## config.mk

```make
export PLATFORM = sky130hd
export DESIGN_NAME = ucup_mem_arbiter
export DESIGN_NICKNAME = d
export VERILOG_FILES = /design/src/rtl/ucup_mem_pkg.sv /design/src/rtl/ucup_id_fifo.sv /design/src/rtl/ucup_mem_arbiter.sv
export SDC_FILE = /design/constraint.sdc
export NUM_CORES = 1
export LEC_CHECK = 0
export CORE_AREA = 8 8 168 170
export DETAILED_ROUTE_END_ITERATION = 10
export DIE_AREA = 0 0 176 178
export SLEW_MARGIN = 20
export SYNTH_ARGS = -nofsm -noshare
export SYNTH_HDL_FRONTEND = slang
export SYNTH_SLANG_ARGS = --single-unit
```

## constraint.sdc

```tcl
create_clock -name clk_sys_i -period 3.3 [get_ports clk_sys_i]
set_clock_uncertainty 0.1 [all_clocks]
set_input_delay 0.33 -clock clk_sys_i [delete_from_list [all_inputs] [get_ports clk_sys_i]]
set_output_delay 0.33 -clock clk_sys_i [all_outputs]
set_load 0.005 [all_outputs]
```

## src/rtl/ucup_mem_pkg.sv

```systemverilog
// Shared types and widths for the external-memory arbiter slice.
// Latency: n/a (types and constants only).
// Backpressure: n/a.
package ucup_mem_pkg;

    localparam int unsigned MEM_AW         = 32;
    localparam int unsigned MEM_DW         = 32;
    localparam int unsigned MEM_BEW        = 4;
    localparam int unsigned NUM_PORTS_DFLT = 2;

    // Port-index width, never narrower than one bit.
    function automatic int unsigned id_width(input int unsigned n);
        return (n > 1) ? $clog2(n) : 1;
    endfunction

    typedef logic [id_width(NUM_PORTS_DFLT)-1:0] port_id_t;

    // Address-phase fields of one request, bundled so the winner mux is one assignment.
    typedef struct packed {
        logic               we;
        logic [MEM_BEW-1:0] be;
        logic [MEM_AW-1:0]  addr;
        logic [MEM_DW-1:0]  wdata;
    } mem_req_t;

endpackage

```

## src/rtl/ucup_id_fifo.sv

```systemverilog
// Purpose: in-order FIFO of port IDs for transactions awaiting a memory response.
// Latency: push visible at head one cycle later; pop takes effect at the next edge.
// Backpressure: full_o/empty_o are count-based; pushes when full and pops when empty are dropped.
//
// Ports:
//   clk_i, rst_i      clock, synchronous active-high reset (empties the FIFO)
//   push_i, data_i    enqueue one ID
//   pop_i, head_o     dequeue; head_o is the oldest entry
//   full_o, empty_o   occupancy flags
module ucup_id_fifo #(
    parameter int unsigned Depth = 2,
    parameter type         id_t  = logic
) (
    input  logic clk_i,
    input  logic rst_i,
    input  logic push_i,
    input  id_t  data_i,
    input  logic pop_i,
    output id_t  head_o,
    output logic full_o,
    output logic empty_o
);

    localparam int unsigned PtrW = (Depth > 1) ? $clog2(Depth) : 1;
    localparam int unsigned CntW = $clog2(Depth + 1);

    id_t            mem_q [Depth];
    logic [PtrW-1:0] wr_q, wr_d;
    logic [PtrW-1:0] rd_q, rd_d;
    logic [CntW-1:0] cnt_q, cnt_d;
    logic            do_push, do_pop;

    function automatic logic [PtrW-1:0] ptr_inc(input logic [PtrW-1:0] p);
        return (p == PtrW'(Depth - 1)) ? '0 : p + PtrW'(1);
    endfunction

    assign full_o  = (cnt_q == CntW'(Depth));
    assign empty_o = (cnt_q == '0);
    assign head_o  = mem_q[rd_q];
    assign do_push = push_i & ~full_o;
    assign do_pop  = pop_i & ~empty_o;

    always_comb begin
        wr_d  = do_push ? ptr_inc(wr_q) : wr_q;
        rd_d  = do_pop  ? ptr_inc(rd_q) : rd_q;
        cnt_d = cnt_q;
        case ({do_push, do_pop})
            2'b10:   cnt_d = cnt_q + CntW'(1);
            2'b01:   cnt_d = cnt_q - CntW'(1);
            default: cnt_d = cnt_q;
        endcase
    end

    always_ff @(posedge clk_i) begin
        if (rst_i) begin
            wr_q  <= '0;
            rd_q  <= '0;
            cnt_q <= '0;
        end else begin
            wr_q  <= wr_d;
            rd_q  <= rd_d;
            cnt_q <= cnt_d;
        end
    end

    // Storage needs no reset: entries are only read while counted as valid.
    always_ff @(posedge clk_i) begin
        if (do_push) begin
            mem_q[wr_q] <= data_i;
        end
    end

endmodule

```

## src/rtl/ucup_mem_arbiter.sv

```systemverilog
// Purpose: round-robin share of one SRAM port among NumPorts requesters, responses routed in order.
// Latency: zero added cycles on both grant and response paths; at most one grant per cycle.
// Backpressure: m_gnt_i low holds the winner; a full ID FIFO drops m_req_o (no same-cycle bypass).
//
// Ports: clk_sys_i/rst_sys_i (sync active-high reset); s_* per-port request/grant/response;
//        m_* single memory port; err_o sticky spurious-response flag; perf_* counters.
// Optional: define UCUP_MEM_ARB_PERF_EN to build the per-port grant/stall counters,
//           otherwise perf_gnt_o/perf_stall_o are tied to zero.
module ucup_mem_arbiter
    import ucup_mem_pkg::*;
#(
    parameter int unsigned NumPorts       = NUM_PORTS_DFLT,
    parameter int unsigned MaxOutstanding = 2
) (
    input  logic                              clk_sys_i,
    input  logic                              rst_sys_i,
    input  logic [NumPorts-1:0]               s_req_i,
    output logic [NumPorts-1:0]               s_gnt_o,
    input  logic [NumPorts-1:0]               s_we_i,
    input  logic [NumPorts-1:0][MEM_BEW-1:0]  s_be_i,
    input  logic [NumPorts-1:0][MEM_AW-1:0]   s_addr_i,
    input  logic [NumPorts-1:0][MEM_DW-1:0]   s_wdata_i,
    output logic [NumPorts-1:0]               s_rvalid_o,
    output logic [NumPorts-1:0][MEM_DW-1:0]   s_rdata_o,
    output logic                              m_req_o,
    input  logic                              m_gnt_i,
    output logic                              m_we_o,
    output logic [MEM_BEW-1:0]                m_be_o,
    output logic [MEM_AW-1:0]                 m_addr_o,
    output logic [MEM_DW-1:0]                 m_wdata_o,
    input  logic                              m_rvalid_i,
    input  logic [MEM_DW-1:0]                 m_rdata_i,
    output logic                              err_o,
    output logic [NumPorts-1:0][31:0]         perf_gnt_o,
    output logic [NumPorts-1:0][31:0]         perf_stall_o
);

    localparam int unsigned IdW = id_width(NumPorts);
    typedef logic [IdW-1:0] id_t;

    id_t      rr_q, rr_d;
    id_t      win;
    id_t      head;
    logic     any_req;
    logic     fifo_full, fifo_empty;
    logic     hs, pop;
    logic     err_q, err_d;
    mem_req_t win_req;

    // Winner: first requester at or after rr_q, wrapping modulo NumPorts.
    always_comb begin
        int unsigned idx;
        logic        found;
        idx   = 0;
        found = 1'b0;
        win   = rr_q;
        for (int unsigned i = 0; i < NumPorts; i++) begin
            idx = int'(rr_q) + i;
            if (idx >= NumPorts) begin
                idx = idx - NumPorts;
            end
            if (!found && s_req_i[idx]) begin
                found = 1'b1;
                win   = id_t'(idx);
            end
        end
    end

    assign any_req = |s_req_i;
    assign m_req_o = any_req & ~fifo_full;
    assign hs      = m_req_o & m_gnt_i;
    // Responses with nothing outstanding are not popped; they only raise err_o.
    assign pop     = m_rvalid_i & ~fifo_empty;

    always_comb begin
        win_req = '0;
        if (any_req) begin
            win_req.we    = s_we_i[win];
            win_req.be    = s_be_i[win];
            win_req.addr  = s_addr_i[win];
            win_req.wdata = s_wdata_i[win];
        end
    end

    assign m_we_o    = win_req.we;
    assign m_be_o    = win_req.be;
    assign m_addr_o  = win_req.addr;
    assign m_wdata_o = win_req.wdata;

    always_comb begin
        s_gnt_o = '0;
        if (hs) begin
            s_gnt_o[win] = 1'b1;
        end
    end

    always_comb begin
        s_rvalid_o = '0;
        if (pop) begin
            s_rvalid_o[head] = 1'b1;
        end
    end

    assign s_rdata_o = {NumPorts{m_rdata_i}};

    // Pointer only advances on an accepted handshake so a stalled winner keeps priority.
    always_comb begin
        rr_d = rr_q;
        if (hs) begin
            rr_d = (win == id_t'(NumPorts - 1)) ? '0 : win + id_t'(1);
        end
    end

    assign err_d = err_q | (m_rvalid_i & fifo_empty);
    assign err_o = err_q;

    always_ff @(posedge clk_sys_i) begin
        if (rst_sys_i) begin
            rr_q  <= '0;
            err_q <= 1'b0;
        end else begin
            rr_q  <= rr_d;
            err_q <= err_d;
        end
    end

    ucup_id_fifo #(
        .Depth (MaxOutstanding),
        .id_t  (id_t)
    ) u_id_fifo (
        .clk_i   (clk_sys_i),
        .rst_i   (rst_sys_i),
        .push_i  (hs),
        .data_i  (win),
        .pop_i   (pop),
        .head_o  (head),
        .full_o  (fifo_full),
        .empty_o (fifo_empty)
    );

`ifdef UCUP_MEM_ARB_PERF_EN
    logic [NumPorts-1:0][31:0] gnt_cnt_q, gnt_cnt_d;
    logic [NumPorts-1:0][31:0] stall_cnt_q, stall_cnt_d;

    // Saturating counters: hold at all-ones rather than wrap.
    always_comb begin
        gnt_cnt_d   = gnt_cnt_q;
        stall_cnt_d = stall_cnt_q;
        for (int unsigned i = 0; i < NumPorts; i++) begin
            if (s_gnt_o[i] && (gnt_cnt_q[i] != 32'hFFFF_FFFF)) begin
                gnt_cnt_d[i] = gnt_cnt_q[i] + 32'd1;
            end
            if (s_req_i[i] && !s_gnt_o[i] && (stall_cnt_q[i] != 32'hFFFF_FFFF)) begin
                stall_cnt_d[i] = stall_cnt_q[i] + 32'd1;
            end
        end
    end

    always_ff @(posedge clk_sys_i) begin
        if (rst_sys_i) begin
            gnt_cnt_q   <= '0;
            stall_cnt_q <= '0;
        end else begin
            gnt_cnt_q   <= gnt_cnt_d;
            stall_cnt_q <= stall_cnt_d;
        end
    end

    assign perf_gnt_o   = gnt_cnt_q;
    assign perf_stall_o = stall_cnt_q;
`else
    assign perf_gnt_o   = '0;
    assign perf_stall_o = '0;
`endif

endmodule
```

==> impl_metrics.toml <==
[global_routing]
grt_max_degree = 40
grt_pass1_wl_um = 15700
antenna_found_initial = 1
grt_overflow = 0
grt_pass1_vias = 2600
grt_usage = 0.0641

[layout]
post-route-util = 0.167
fin_cells = 804
layout-drive-gt1-share = 0.0277
diodes = 0
fin_area_mm2 = 0.00428
layout.nets = 647
syn_to_final_growth_pct = 61.8

[floorplanning]
dieArea_mm2 = 0.0313
start_util = 0.103
coreArea_mm2 = 0.0256
die_w_um = 176
die_height_um = 178
pin_count = 443
rows = 59

[setup_path]
crit_fanout = 30
path_cells = "clkdlybuf4s50_1 > a21boi_4 > buf_4 > a22o_1 > clkdlybuf4s50_1"
cp.buffers_inverters = 3
critical_path_required_ns = 2.87
start_kind = "input pin"
critPathCaptureType = "primary output"
crit_slowest_cell = "clkdlybuf4s50_1"
critPathMaxStageDelay_ns = 0.69
worst_path_dominant_cell_family = "buffers and inverters"
crit_type = "input pin to primary output"
worst_ep_arrival_time_ns = 2.41
crit_top_cell = "clkdlybuf4s50_1"

[sta]
finalSetupTns_ns = 0
hold_slack_ns = 0.381
setup_viol = 0
timing.final.crit_share = 0.861
finalHoldViolations = 0
rsz0062_at_grt = "false"
drv_slew = 0
setup_ws_ns = 0.457
fmax_mhz = 352
period_needed_ns = 2.84

[synthesis]
yosys_warnings = 0
synthFlopType = "dfxtp_1"
ys_seq_elements = 9
seq_area_frac_synth = 0.0758
yosysUniqueCellTypes = 32
synth_edf_count = 2
syn_inst = 324
synth-async-reset-ratio = 0
syn_area_per_cell_um2 = 8.16
syn-cell-area_mm2 = 0.00264

[route]
first_iter_violations = 51
wl_per_cell_um = 14.6
drt-vias-per-instance = 2.99
ant_nets = 0
dr.pass1.iters = 3
via_count = 2401
drt-total-wl_um = 11800
drc = 0

[clock_tree]
clk_path_buf_depth = 2
root_buffer = "clkbuf_16"
h-tree-depth = 1
post_cts_resized = 0
cts_made_buffers = 3
cts_tree = "yes"
numClockSinks = 9
cts_hold_buf = 0
clkTransAtPathRegs_ns = 0.04
cts_setup_buffers = 0
clkLatencyLatePin_ns = 0.23

[power]
total_leakage_power_nw = 1.77
powerDensity_mw_per_mm2 = 249
irDropWorstVdd_uv = 162
finalPower_mw = 1.06
p_clk_frac = 0.196
seqPwrFrac = 0.158
p_int_mw = 0.732
p_sw_frac = 0.312
power_frac_comb = 0.647
switchingPower_mw = 0.332

[placement]
place_ws_ns = 0.440
dp.cells = 800
place_area_mm2 = 0.00420
finalWeightedCongestion = 0.736
port_buffers = 218
hpwl_um = 10500

[run]
maxCapViolCount = 0

[min_path]
hp-class = "flop to flop"

[outcome]
status = "completed"
-- worst reg2reg max path, cell delays in order, from the launching register on --
cell and delay (ns):
dfxtp_1 0.34, o21ai_1 0.36, inv_1 0.10, ha_1 0.35, or3_1 0.35, a21oi_1 0.13
-- cell type report --
| cell class | count | area (um2) |
|---|---|---|
| tap | 335 | 419 |
| clock buffer | 4 | 78.8 |
| multi-input combinational | 230 | 1330 |
| inverter | 4 | 15.0 |
| timing repair buffer | 222 | 2240 |
| fill | 2905 | 21300 |
| sequential | 9 | 200 |
-- worst paths after layout --
path                             end  depth (start not counted)  slack (ns)                from
setup / recovery        m_addr_o[31]                          5        0.46          s_req_i[1]
hold / removal                 err_o                          2        0.38               err_o
setup reg to reg  u_id_fifo.cnt_q[1]                          5        1.49  u_id_fifo.cnt_q[0]
hold reg to reg                err_o                          2        0.38               err_o
-- Yosys cell counts, types with 2 or more instances --
cell / count / share of area
buf_6: 8 / 0.034
nor2_1: 10 / 0.014
inv_2: 2 / 0.0028
inv_1: 2 / 0.0028
buf_4: 192 / 0.55
xor2_1: 2 / 0.0066
a22o_1: 69 / 0.23
dfxtp_1: 7 / 0.053
buf_2: 6 / 0.011
a21oi_1: 3 / 0.0057
edfxtp_1: 2 / 0.023
-- metal layers --
layer | vias to the layer above | global-route usage | share of wire
li1 | 1084 | - | -
met3 | 41 | 0.0269 | 0.13
met4 | 2 | 0.0307 | 0.040
met5 | - | 0 | 0.0011
met2 | 223 | 0.110 | 0.48
met1 | 1051 | 0.0673 | 0.35
-- placed cells by master (no fill, tap or decap), types with 2 or more instances in the layout --
cell | synthesis | layout
a21oi_1 | 3 | 3
inv_2 | 2 | 2
clkbuf_16 | 0 | 3
dfxtp_1 | 7 | 7
edfxtp_1 | 2 | 2
conb_1 | 1 | 128
buf_4 | 192 | 2
clkdlybuf4s50_1 | 0 | 218
buf_12 | 1 | 2
xor2_1 | 2 | 2
inv_1 | 2 | 2
nor2_1 | 10 | 10
a22o_1 | 69 | 69
-- power groups by stage --
stage	Sequential [mW]	Clock, mW	Combinational (mW)
after CTS	0.168	0.214	0.695
after floorplan	0.166	0	0.448
after global placement	0.169	0	0.686
after detailed placement	0.169	0	0.690
after global routing	0.174	0.225	0.751
final	0.168	0.208	0.688
-- cell families after synthesis --
group | Yosys count | synth area share
muxes | 2 | 0.00805
xor gates and xnor gates | 3 | 0.00994
buffers and inverters | 212 | 0.606
adders and majority gates | 2 | 0.00852
and+or+nand+nor | 15 | 0.0265
other | 1 | 0.00142
DFF | 9 | 0.0758
AOI/OAI and AO/OA | 80 | 0.264
Note: power is estimated with default switching activity, not from simulation.
